<file path="config.mk">
export PLATFORM = sky130hd
export DESIGN_NAME = usb_reg_master_flat
export DESIGN_NICKNAME = d
export VERILOG_FILES = /design/src/rtl/usb_reg_pkg.sv /design/src/rtl/usb_reg_master_if.sv /design/src/rtl/usb_reg_master_timer.sv /design/src/rtl/usb_reg_master.sv /design/src/flat_wrapper.sv
export SDC_FILE = /design/constraint.sdc
export NUM_CORES = 1
export LEC_CHECK = 0
export CORE_MARGIN = 2
export CORE_UTILIZATION = 43
export CTS_CLUSTER_DIAMETER = 200
export DETAILED_ROUTE_END_ITERATION = 16
export PLACE_DENSITY = 0.82
export SYNTH_ARGS = -nofsm -noshare
export SYNTH_HDL_FRONTEND = slang
export SYNTH_SLANG_ARGS = --single-unit
</file>
<file path="constraint.sdc">
create_clock -name clk_usb -period 2.5 [get_ports clk_usb]
set_input_delay 0.5 -clock clk_usb [delete_from_list [all_inputs] [get_ports clk_usb]]
set_output_delay 0.5 -clock clk_usb [all_outputs]
set_load 0.02 [all_outputs]
</file>
<file path="src/rtl/usb_reg_pkg.sv">
// usb_reg_pkg: shared constants and state encoding for the 8-bit parallel
// register-bus master (usb_reg_master) and its helpers.
package usb_reg_pkg;

  localparam int unsigned ADDR_W       = 8;
  localparam int unsigned DATA_W       = 8;
  localparam int unsigned LEN_W_DEF    = 7;
  localparam int unsigned ALE_CYC_DEF  = 2;
  localparam int unsigned STB_CYC_DEF  = 3;
  localparam int unsigned GAP_CYC_DEF  = 2;
  localparam int unsigned TMR_W        = 8;
  localparam int unsigned STAT_TXN_W   = 16;
  localparam int unsigned STAT_BYTES_W = 24;

  // Bus master phase encoding
  localparam logic [2:0] ST_IDLE_ENC    = 3'd0;
  localparam logic [2:0] ST_ALE_ENC     = 3'd1;
  localparam logic [2:0] ST_WAIT_WR_ENC = 3'd2;
  localparam logic [2:0] ST_STB_ENC     = 3'd3;
  localparam logic [2:0] ST_GAP_ENC     = 3'd4;
  localparam logic [2:0] ST_DONE_ENC    = 3'd5;

  typedef enum logic [2:0] {
    ST_IDLE    = ST_IDLE_ENC,
    ST_ALE     = ST_ALE_ENC,
    ST_WAIT_WR = ST_WAIT_WR_ENC,
    ST_STB     = ST_STB_ENC,
    ST_GAP     = ST_GAP_ENC,
    ST_DONE    = ST_DONE_ENC
  } state_t;

  // Timer load value for a phase lasting cyc cycles (timer counts load..0)
  function automatic logic [TMR_W-1:0] tmr_load(input int unsigned cyc);
    return (cyc == 0) ? '0 : TMR_W'(cyc - 1);
  endfunction

endpackage

</file>
<file path="src/rtl/usb_reg_master_if.sv">
// usb_reg_master_if: command / write-data / read-data streams plus the
// parallel register bus pins of usb_reg_master.
//   master modport : view of usb_reg_master (drives strobes, cmd_ready, ...)
//   slave  modport : view of the command source and bus responder
interface usb_reg_master_if #(
  parameter int unsigned pLEN_W = 7
) ();
  import usb_reg_pkg::*;

  logic              cmd_valid;
  logic              cmd_ready;
  logic              cmd_write;
  logic [ADDR_W-1:0] cmd_addr;
  logic [pLEN_W-1:0] cmd_len;
  logic              wr_valid;
  logic [DATA_W-1:0] wr_data;
  logic              wr_ready;
  logic              rd_valid;
  logic [DATA_W-1:0] rd_data;
  logic              busy;
  logic [ADDR_W-1:0] usb_addr;
  logic [DATA_W-1:0] usb_dout;
  logic              usb_doe;
  logic [DATA_W-1:0] usb_din;
  logic              usb_rdn;
  logic              usb_wrn;
  logic              usb_cen;
  logic              usb_alen;

  modport master (
    input  cmd_valid, cmd_write, cmd_addr, cmd_len, wr_valid, wr_data, usb_din,
    output cmd_ready, wr_ready, rd_valid, rd_data, busy,
           usb_addr, usb_dout, usb_doe, usb_rdn, usb_wrn, usb_cen, usb_alen
  );

  modport slave (
    output cmd_valid, cmd_write, cmd_addr, cmd_len, wr_valid, wr_data, usb_din,
    input  cmd_ready, wr_ready, rd_valid, rd_data, busy,
           usb_addr, usb_dout, usb_doe, usb_rdn, usb_wrn, usb_cen, usb_alen
  );

endinterface

</file>
<file path="src/rtl/usb_reg_master_timer.sv">
// usb_reg_master_timer: loadable down-counter timing the ALE, STB and GAP
// phases. done_c is high while the count is zero (last cycle of a phase).
//   clk_usb, reset_n : clock, async active-low reset
//   load, load_val   : load count (takes priority over counting)
//   done_c           : count == 0
module usb_reg_master_timer
  import usb_reg_pkg::*;
#(
  parameter int unsigned W = TMR_W
) (
  input  logic         clk_usb,
  input  logic         reset_n,
  input  logic         load,
  input  logic [W-1:0] load_val,
  output logic         done_c
);

  logic [W-1:0] cnt;

  // Count down to zero and hold there until reloaded
  always_ff @(posedge clk_usb or negedge reset_n) begin
    if (!reset_n) begin
      cnt <= '0;
    end else if (load) begin
      cnt <= load_val;
    end else if (cnt != '0) begin
      cnt <= cnt - W'(1);
    end
  end

  assign done_c = (cnt == '0);

endmodule

</file>
<file path="src/rtl/usb_reg_master.sv">
// usb_reg_master: initiator for the 8-bit parallel register bus answered by
// usb_reg_main. Turns a valid/ready command (addr, direction, byte count)
// into ALEn / CEn / RDn / WRn strobe sequences; write bytes come from the
// wr_* stream, read bytes leave on rd_valid/rd_data (no back-pressure).
//   clk_usb, reset_n : clock, async active-low reset
//   bus (master)     : command, write/read streams, busy, USB bus pins
// Optional build macro USB_REG_MASTER_STATS_EN adds stat_clr (in),
// stat_txn[15:0] and stat_bytes[23:0] (out), saturating counters of
// completed transactions and issued strobes.
module usb_reg_master
  import usb_reg_pkg::*;
#(
  parameter int unsigned pLEN_W   = LEN_W_DEF,
  parameter int unsigned pALE_CYC = ALE_CYC_DEF,
  parameter int unsigned pSTB_CYC = STB_CYC_DEF,
  parameter int unsigned pGAP_CYC = GAP_CYC_DEF
) (
  input  logic                    clk_usb,
  input  logic                    reset_n,
`ifdef USB_REG_MASTER_STATS_EN
  input  logic                    stat_clr,
  output logic [STAT_TXN_W-1:0]   stat_txn,
  output logic [STAT_BYTES_W-1:0] stat_bytes,
`endif
  usb_reg_master_if.master        bus
);

  localparam logic [TMR_W-1:0] ALE_LD = tmr_load(pALE_CYC);
  localparam logic [TMR_W-1:0] STB_LD = tmr_load(pSTB_CYC);
  localparam logic [TMR_W-1:0] GAP_LD = tmr_load(pGAP_CYC);

  state_t            state;
  logic              wr_mode;
  logic [pLEN_W-1:0] remain;

  logic              tmr_done_c;
  logic              tmr_load_c;
  logic [TMR_W-1:0]  tmr_val_c;
  logic              accept_c;
  logic              wr_take_c;
  logic              last_byte_c;
  logic              stb_start_c;

  assign accept_c    = (state == ST_IDLE) && bus.cmd_valid && bus.cmd_ready;
  assign wr_take_c   = (state == ST_WAIT_WR) && bus.wr_valid && bus.wr_ready;
  assign last_byte_c = (remain == pLEN_W'(1));
  // A strobe goes low on the next edge: write byte taken, or read phase begins
  assign stb_start_c = wr_take_c ||
                       (tmr_done_c && !wr_mode &&
                        ((state == ST_ALE) || ((state == ST_GAP) && !last_byte_c)));

  // Timer reload on every phase entry
  always_comb begin
    tmr_load_c = 1'b0;
    tmr_val_c  = STB_LD;
    if (accept_c) begin
      tmr_load_c = 1'b1;
      tmr_val_c  = ALE_LD;
    end else if ((state == ST_STB) && tmr_done_c) begin
      tmr_load_c = 1'b1;
      tmr_val_c  = GAP_LD;
    end else if (stb_start_c) begin
      tmr_load_c = 1'b1;
      tmr_val_c  = STB_LD;
    end
  end

  usb_reg_master_timer #(.W(TMR_W)) u_timer (
    .clk_usb  (clk_usb),
    .reset_n  (reset_n),
    .load     (tmr_load_c),
    .load_val (tmr_val_c),
    .done_c   (tmr_done_c)
  );

  // Transaction sequencer; all bus and stream outputs registered here
  always_ff @(posedge clk_usb or negedge reset_n) begin
    if (!reset_n) begin
      state         <= ST_IDLE;
      wr_mode       <= 1'b0;
      remain        <= '0;
      bus.cmd_ready <= 1'b1;
      bus.busy      <= 1'b0;
      bus.wr_ready  <= 1'b0;
      bus.rd_valid  <= 1'b0;
      bus.rd_data   <= '0;
      bus.usb_addr  <= '0;
      bus.usb_dout  <= '0;
      bus.usb_doe   <= 1'b0;
      bus.usb_rdn   <= 1'b1;
      bus.usb_wrn   <= 1'b1;
      bus.usb_cen   <= 1'b1;
      bus.usb_alen  <= 1'b1;
    end else begin
      bus.rd_valid <= 1'b0;
      unique case (state)
        ST_IDLE: begin
          if (accept_c) begin
            wr_mode       <= bus.cmd_write;
            remain        <= (bus.cmd_len == '0) ? pLEN_W'(1) : bus.cmd_len;
            bus.usb_addr  <= bus.cmd_addr;
            bus.usb_alen  <= 1'b0;
            bus.usb_cen   <= 1'b0;
            bus.busy      <= 1'b1;
            bus.cmd_ready <= 1'b0;
            state         <= ST_ALE;
          end
        end
        ST_ALE: begin
          if (tmr_done_c) begin
            bus.usb_alen <= 1'b1;
            if (wr_mode) begin
              bus.wr_ready <= 1'b1;
              state        <= ST_WAIT_WR;
            end else begin
              bus.usb_rdn <= 1'b0;
              bus.usb_doe <= 1'b0;
              state       <= ST_STB;
            end
          end
        end
        ST_WAIT_WR: begin
          if (wr_take_c) begin
            bus.usb_dout <= bus.wr_data;
            bus.usb_doe  <= 1'b1;
            bus.usb_wrn  <= 1'b0;
            bus.wr_ready <= 1'b0;
            state        <= ST_STB;
          end
        end
        ST_STB: begin
          // Read byte is captured on the last low cycle of RDn
          if (tmr_done_c) begin
            bus.usb_rdn <= 1'b1;
            bus.usb_wrn <= 1'b1;
            if (!wr_mode) begin
              bus.rd_data  <= bus.usb_din;
              bus.rd_valid <= 1'b1;
            end
            state <= ST_GAP;
          end
        end
        ST_GAP: begin
          // Drive data stays on the bus for one cycle after WRn rises
          bus.usb_doe <= 1'b0;
          if (tmr_done_c) begin
            if (last_byte_c) begin
              state <= ST_DONE;
            end else begin
              remain <= remain - pLEN_W'(1);
              if (wr_mode) begin
                bus.wr_ready <= 1'b1;
                state        <= ST_WAIT_WR;
              end else begin
                bus.usb_rdn <= 1'b0;
                state       <= ST_STB;
              end
            end
          end
        end
        ST_DONE: begin
          bus.usb_cen   <= 1'b1;
          bus.busy      <= 1'b0;
          bus.cmd_ready <= 1'b1;
          state         <= ST_IDLE;
        end
        default: begin
          state <= ST_IDLE;
        end
      endcase
    end
  end

`ifdef USB_REG_MASTER_STATS_EN
  // Saturating activity counters
  always_ff @(posedge clk_usb or negedge reset_n) begin
    if (!reset_n) begin
      stat_txn   <= '0;
      stat_bytes <= '0;
    end else if (stat_clr) begin
      stat_txn   <= '0;
      stat_bytes <= '0;
    end else begin
      if ((state == ST_DONE) && (stat_txn != '1)) begin
        stat_txn <= stat_txn + STAT_TXN_W'(1);
      end
      if (stb_start_c && (stat_bytes != '1)) begin
        stat_bytes <= stat_bytes + STAT_BYTES_W'(1);
      end
    end
  end
`endif

endmodule

</file>
<file path="src/flat_wrapper.sv">
// flat-port wrapper written by rule: the top's interface ports become plain ports
module usb_reg_master_flat import usb_reg_pkg::*;
#(
  parameter int unsigned pLEN_W   = LEN_W_DEF,
  parameter int unsigned pALE_CYC = ALE_CYC_DEF,
  parameter int unsigned pSTB_CYC = STB_CYC_DEF,
  parameter int unsigned pGAP_CYC = GAP_CYC_DEF
)
  (clk_usb, reset_n, bus_cmd_valid, bus_cmd_write, bus_cmd_addr, bus_cmd_len, bus_wr_valid, bus_wr_data, bus_usb_din, bus_cmd_ready, bus_wr_ready, bus_rd_valid, bus_rd_data, bus_busy, bus_usb_addr, bus_usb_dout, bus_usb_doe, bus_usb_rdn, bus_usb_wrn, bus_usb_cen, bus_usb_alen);
  usb_reg_master_if #(.pLEN_W(pLEN_W)) bus_i ();
  input  logic clk_usb;
  input  logic reset_n;
  input wire logic [$bits(bus_i.cmd_valid)-1:0] bus_cmd_valid;
  input wire logic [$bits(bus_i.cmd_write)-1:0] bus_cmd_write;
  input wire logic [$bits(bus_i.cmd_addr)-1:0] bus_cmd_addr;
  input wire logic [$bits(bus_i.cmd_len)-1:0] bus_cmd_len;
  input wire logic [$bits(bus_i.wr_valid)-1:0] bus_wr_valid;
  input wire logic [$bits(bus_i.wr_data)-1:0] bus_wr_data;
  input wire logic [$bits(bus_i.usb_din)-1:0] bus_usb_din;
  output wire logic [$bits(bus_i.cmd_ready)-1:0] bus_cmd_ready;
  output wire logic [$bits(bus_i.wr_ready)-1:0] bus_wr_ready;
  output wire logic [$bits(bus_i.rd_valid)-1:0] bus_rd_valid;
  output wire logic [$bits(bus_i.rd_data)-1:0] bus_rd_data;
  output wire logic [$bits(bus_i.busy)-1:0] bus_busy;
  output wire logic [$bits(bus_i.usb_addr)-1:0] bus_usb_addr;
  output wire logic [$bits(bus_i.usb_dout)-1:0] bus_usb_dout;
  output wire logic [$bits(bus_i.usb_doe)-1:0] bus_usb_doe;
  output wire logic [$bits(bus_i.usb_rdn)-1:0] bus_usb_rdn;
  output wire logic [$bits(bus_i.usb_wrn)-1:0] bus_usb_wrn;
  output wire logic [$bits(bus_i.usb_cen)-1:0] bus_usb_cen;
  output wire logic [$bits(bus_i.usb_alen)-1:0] bus_usb_alen;
  assign bus_i.cmd_valid = bus_cmd_valid;
  assign bus_i.cmd_write = bus_cmd_write;
  assign bus_i.cmd_addr = bus_cmd_addr;
  assign bus_i.cmd_len = bus_cmd_len;
  assign bus_i.wr_valid = bus_wr_valid;
  assign bus_i.wr_data = bus_wr_data;
  assign bus_i.usb_din = bus_usb_din;
  assign bus_cmd_ready = bus_i.cmd_ready;
  assign bus_wr_ready = bus_i.wr_ready;
  assign bus_rd_valid = bus_i.rd_valid;
  assign bus_rd_data = bus_i.rd_data;
  assign bus_busy = bus_i.busy;
  assign bus_usb_addr = bus_i.usb_addr;
  assign bus_usb_dout = bus_i.usb_dout;
  assign bus_usb_doe = bus_i.usb_doe;
  assign bus_usb_rdn = bus_i.usb_rdn;
  assign bus_usb_wrn = bus_i.usb_wrn;
  assign bus_usb_cen = bus_i.usb_cen;
  assign bus_usb_alen = bus_i.usb_alen;
  usb_reg_master #(.pLEN_W(pLEN_W), .pALE_CYC(pALE_CYC), .pSTB_CYC(pSTB_CYC), .pGAP_CYC(pGAP_CYC)) u_core (.clk_usb(clk_usb), .reset_n(reset_n), .bus(bus_i));
endmodule
</file>
# ---- Word-level counts from Yosys, hierarchy flattened
# Cells that the tools add are included.
# W data, S select, Z words.
dict set report word_totals {
  reg_bits 51
  out_inout_bits 33
  word_cells 110
  inputBits 36
}
dict set report op_classes {
  eq_ne 13
  bitwise_logic 1
  muxes 45
  n_reduce_logical 34
  add_sub_neg 2
}
# cell n
set ops {}
lappend ops {{$mux W7} 4}
lappend ops {{$mux W8} 3}
lappend ops {{$mux W1} 22}
lappend ops {{$mux W3} 6}
lappend ops {{$pmux W3 S5} 1}
lappend ops {{$reduce_and A5 Y1} 3}
lappend ops {{$pmux W7 S2} 1}
lappend ops {{$ne A2 B1 Y1 const B} 5}
lappend ops {{$reduce_bool A2 Y1} 5}
lappend ops {{$pmux W1 S3} 3}
lappend ops {{$reduce_and A3 Y1} 3}
lappend ops {{$logic_and A1 B1 Y1} 8}
lappend ops {{$logic_not A8 Y1} 1}
lappend ops {{$pmux W1 S2} 4}
lappend ops {{$reduce_and A4 Y1} 2}
lappend ops {{$reduce_bool A8 Y1} 1}
lappend ops {{$sub A8 B1 Y8 const B} 1}
lappend ops {{$eq A7 B1 Y1 const B} 1}
lappend ops {{$logic_not A7 Y1} 1}
lappend ops {{$sub A7 B1 Y7 const B} 1}
lappend ops {{$eq A3 B2 Y1 const B} 2}
lappend ops {{$eq A3 B3 Y1 const B} 2}
lappend ops {{$reduce_and A2 Y1} 3}
lappend ops {{$reduce_bool A3 Y1} 2}
lappend ops {{other kinds (7)} 10}

# ---- Logic depth before layout (Yosys ltp)
dict set report logic_depth {
  depth_word 10
  mapped_depth 8
}

# ---- Modules after synthesis
# A second synthesis with hierarchy kept.
dict set report hier_totals {
  cells_unflattened 248
  hier_area_um2 2539.9
}
# module instances area_each_um2 cells_each
set by_module_without_submodules {}
lappend by_module_without_submodules {usb_reg_master 1 2052.0 194}
lappend by_module_without_submodules {usb_reg_master_timer 1 488.0 54}

# ---- Least setup slack after synthesis
# No wires, ideal clock.
dict set report synth_path {
  path_kind {reg2reg}
  startpoint {register u_core.u_timer.cnt[0]}
  endpoint {register u_core.bus.rd_data[0]}
  n_path_buf 1
  synth_period_minus_slack_ps 2421
  setup_time_ps 125
  t_arrival_ps 2296
  stages_incl_launch_ff 8
  slack_ps 79
  cell_sequence {dfrtp_1 -> inv_1 -> ha_1 -> or4b_4 -> or4_1 -> buf_2 -> nor3_4 -> mux2_2}
}
dict set report synth_via {
  elab_chain_cells 2
}
# item line
set synth_lines {}
lappend synth_lines {{from (decl)} usb_reg_master_timer.sv:18} ;# logic [W-1:0] cnt;
lappend synth_lines {{from (signal assigned)} usb_reg_master_timer.sv:25} ;# cnt <= load_val;
lappend synth_lines {{from (signal assigned)} usb_reg_master_timer.sv:27} ;# cnt <= cnt - W'(1);
lappend synth_lines {{$logic_not A8 Y1} usb_reg_master_timer.sv:31} ;# assign done_c = (cnt == '0);
lappend synth_lines {{$reduce_and A3 Y1 (no source line)} --}
lappend synth_lines {{to (signal assigned)} usb_reg_master.sv:137} ;# bus.rd_data <= bus.usb_din;
lappend synth_lines {{to (decl)} usb_reg_master_if.sv:32} ;# output cmd_ready, wr_ready, rd_valid, rd_data, busy,
# No other way between the ends.
# A chain may end at the register's enable or synchronous reset.

# ---- Worst setup path in the final report
dict set report layout_path {
  startpoint {register u_core.u_timer.cnt[1]}
  endpoint {register u_core.bus.rd_data[4]}
}
# Same word-level chain as after synthesis.

==> out/summary.json <==
{
  "cp.required_ns": 2.69,
  "drt_iter0_drc": 147,
  "ys_seq_elements": 51,
  "final.setup_skew_ns": 0.00626,
  "ioPinCount": 69,
  "cp_cell_sequence": "inv_1 > ha_1 > or4b_4 > or4_4 > nor3_4 > buf_12 > mux2_2",
  "critical-path-max-stage-delay_ns": 0.49,
  "edff_count_synth": 0,
  "clock_latency_ns": 0.30,
  "die_x_um": 79.4,
  "firstDrtPassIters": 4,
  "crit_type": "flip-flop to flip-flop",
  "antenna_violating_nets_post_route": 0,
  "synth_largest_area_cell": "sky130_fd_sc_hd__dfrtp_1",
  "detail_route.wirelength_um": 5570,
  "mappedNetlistArea_um2": 2440,
  "yosys_most_used_dff": "sky130_fd_sc_hd__dfrtp_1",
  "floorplan.initialDensity_pct": 44.4,
  "hold_path_class": "input pin to async pin",
  "place_congestion": 0.873,
  "leakagePower_uw": 0.00156,
  "grt_pass1_wl_um": 9450,
  "clockBufferDepth": 2,
  "mostFrequentLayoutCells": "sky130_fd_sc_hd__clkdlybuf4s50_1, sky130_fd_sc_hd__dfrtp_1, sky130_fd_sc_hd__nand2_1",
  "fin_ws_ns": 0.0613,
  "vias": 2088,
  "cts-buffers-inserted": 5,
  "grt_max_degree": 26,
  "synth-async-reset-ratio_pct": 100,
  "clock.fmax_mhz": 410,
  "synth_cell_types": 41,
  "dp_slack_ns": -0.0766,
  "post_route_cells_drive_above_1_share_pct": 15.3,
  "overflow": 0,
  "cts_htree_levels": 2,
  "fin_max_slew_vios": 0,
  "synth.net_count": 289,
  "layout_worst_path_cycle_share_pct": 97.5,
  "core_um2": 5510,
  "final.hold.worst_slack_ns": 0.173,
  "syn-instance-count": 249,
  "worstPathMaxFanout": 8,
  "path_clk_slew_ns": 0.09,
  "yosys_warnings": 0,
  "drc": 0,
  "area_delta_synth_final_pct": 39.0,
  "timing.critical_path.slowest_stage_cell": "sky130_fd_sc_hd__or4b_4",
  "global_route_usage_over_all_layers_pct": 19.0,
  "cts_hold_fix_bufs": 0,
  "timing.final.crit_period_ns": 2.44,
  "syn_area_per_cell_um2": 9.81,
  "ir_drop_mv": 0.280,
  "cts_root_buf": "sky130_fd_sc_hd__clkbuf_8",
  "design_power_total_uw": 1490,
  "finalHoldViolations": 0,
  "worst_setup_path_end_kind": "flip-flop",
  "post-route-util_pct": 61.7,
  "critPathTopFamily": "simple AND/OR/NAND/NOR gates",
  "synth_area_leaders": "sky130_fd_sc_hd__dfrtp_1, sky130_fd_sc_hd__mux2_2, sky130_fd_sc_hd__nand2_1",
  "detailedPlacementHpwl_um": 4120,
  "critical_path_arrival_ns": 2.63,
  "worst-slew-pin-transition_ns": 0.560,
  "portBuffers": 68,
  "layout.cells.most_common": "sky130_fd_sc_hd__clkdlybuf4s50_1",
  "yosys.area.top_type_share_pct": 48.1,
  "route.detailed.vias_per_inst": 5.23,
  "floorplan.die_area_um2": 6300,
  "insertedDiodeCount": 0,
  "setup-tns-final_ns": 0,
  "floorplan.die.height_um": 79.4,
  "routedWlPerCell_um": 14.0,
  "max_cap_viol_count": 0,
  "nNetsFinal": 366,
  "first_global_vias": 2039,
  "antenna_violations_before_repair": 0,
  "final-setup-viol-count": 0,
  "tritoncts": "done",
  "synth_sequential_area_ratio_pct": 52.4,
  "cts_num_sinks": 51,
  "path_buf_inv": 2,
  "status": "finished, final reports clean",
  "rows": 27,
  "slew_headroom_pct": 62.7,
  "power_per_cell_area_nw_per_um2": 439,
  "setup.worst_path.start_class": "flip-flop"
}
## synthesized netlist by cell type, drive strengths merged (2+ instances only)
cell type and number:
nor2 24, clkbuf 10, a22oi 2, a2bb2oi 2
nor4 3, nor3 4, dfstp 4, inv 7
ha 4, o21ai 15, a21oi 17, mux2 18
or4 3, o211ai 2, dfrtp 47, o21a 2
nor4b 2, buf 2, nand2 46, nor2b 3
xnor2 3, nand4 2, nand3 8, o31ai 4
nor3b 3
## repair_timing
action / 4_1_cts / 5_1_grt
setup buffers: 1 / 2
setup endpoints to repair: 8 / 2
hold endpoints to repair: 0 / 0
pin swaps: 1 / 1
resized for setup: 0 / 1
## cell type report
| class | count | area, um2 |
|---|---|---|
| fill | 466 | 2110 |
| sequential | 51 | 1280 |
| multi-input combinational | 179 | 1090 |
| timing repair buffer | 82 | 793 |
| tap | 72 | 90.1 |
| clock buffer | 6 | 82.6 |
| clock inverter | 2 | 35.0 |
| inverter | 7 | 26.3 |
## metal layers
layer	wire length [um]	global-route usage (%)	vias up	part of all wire, %
li1	-	-	1023	-
met1	2440	25.4	999	44
met2	2730	30.5	56	49
met3	294	4.52	10	5.3
met4	97	6.55	0	1.7
met5	0	0	-	0
## worst paths after layout
kind	from	endpoint	slack, ns	cells after the start
setup / recovery	u_core.u_timer.cnt[1]	u_core.bus.rd_data[4]	0.06	7
setup reg to reg	u_core.u_timer.cnt[1]	u_core.bus.rd_data[4]	0.06	7
hold reg to reg	u_core.bus.usb_wrn	u_core.bus.usb_wrn	0.47	2
min in group clk_usb	u_core.bus.usb_wrn	u_core.bus.usb_wrn	0.47	2
max in group asynchronous	reset_n	u_core.bus.usb_rdn	1.62	2
hold / removal	reset_n	u_core.bus.usb_addr[5]	0.17	1
## where the power goes
part           internal (uW)  total, uW  leakage (uW)  switching (uW)
clock network            324        590     0.0000612             266
registers                824        824      0.000688               0
logic                   51.8       78.6      0.000813            26.8
total                   1200       1490       0.00156             293
## registers in the layout (all words and copies together), names as in the netlist, 3 cells and up
register / count
u_core.bus.rd_data: 8
u_core.bus.usb_addr: 8
u_core.bus.usb_dout: 8
u_core.remain: 7
u_core.state: 3
u_core.u_timer.cnt: 8
## stage by stage
step	cell area [um2]	std cells
6_report	3400	399
5_1_grt	3400	399
4_1_cts	3380	397
3_5_place_dp	3240	388
3_3_place_gp	3240	388
2_1_floorplan	2440	249
## worst reg2reg max path, delay by kind of cell (launching register included)
family                     cells  cell delay, ns
muxes                          1            0.33
DFF                            1            0.42
and+or+nand+nor                3            1.17
adders and majority gates      1            0.16
buffers and inverters          2            0.25
## kinds of logic after synthesis
kind of cell               count (synthesis)  share of synthesized area, %
and+or+nand+nor                          102                          20.1
AOI/OAI and AO/OA                         51                          12.5
DFF                                       51                          52.4
buffers and inverters                     19                          3.17
muxes                                     18                          8.29
xor gates and xnor gates                   4                          1.43
adders and majority gates                  4                          2.05
No activity file was read; power rests on OpenSTA's default activity.
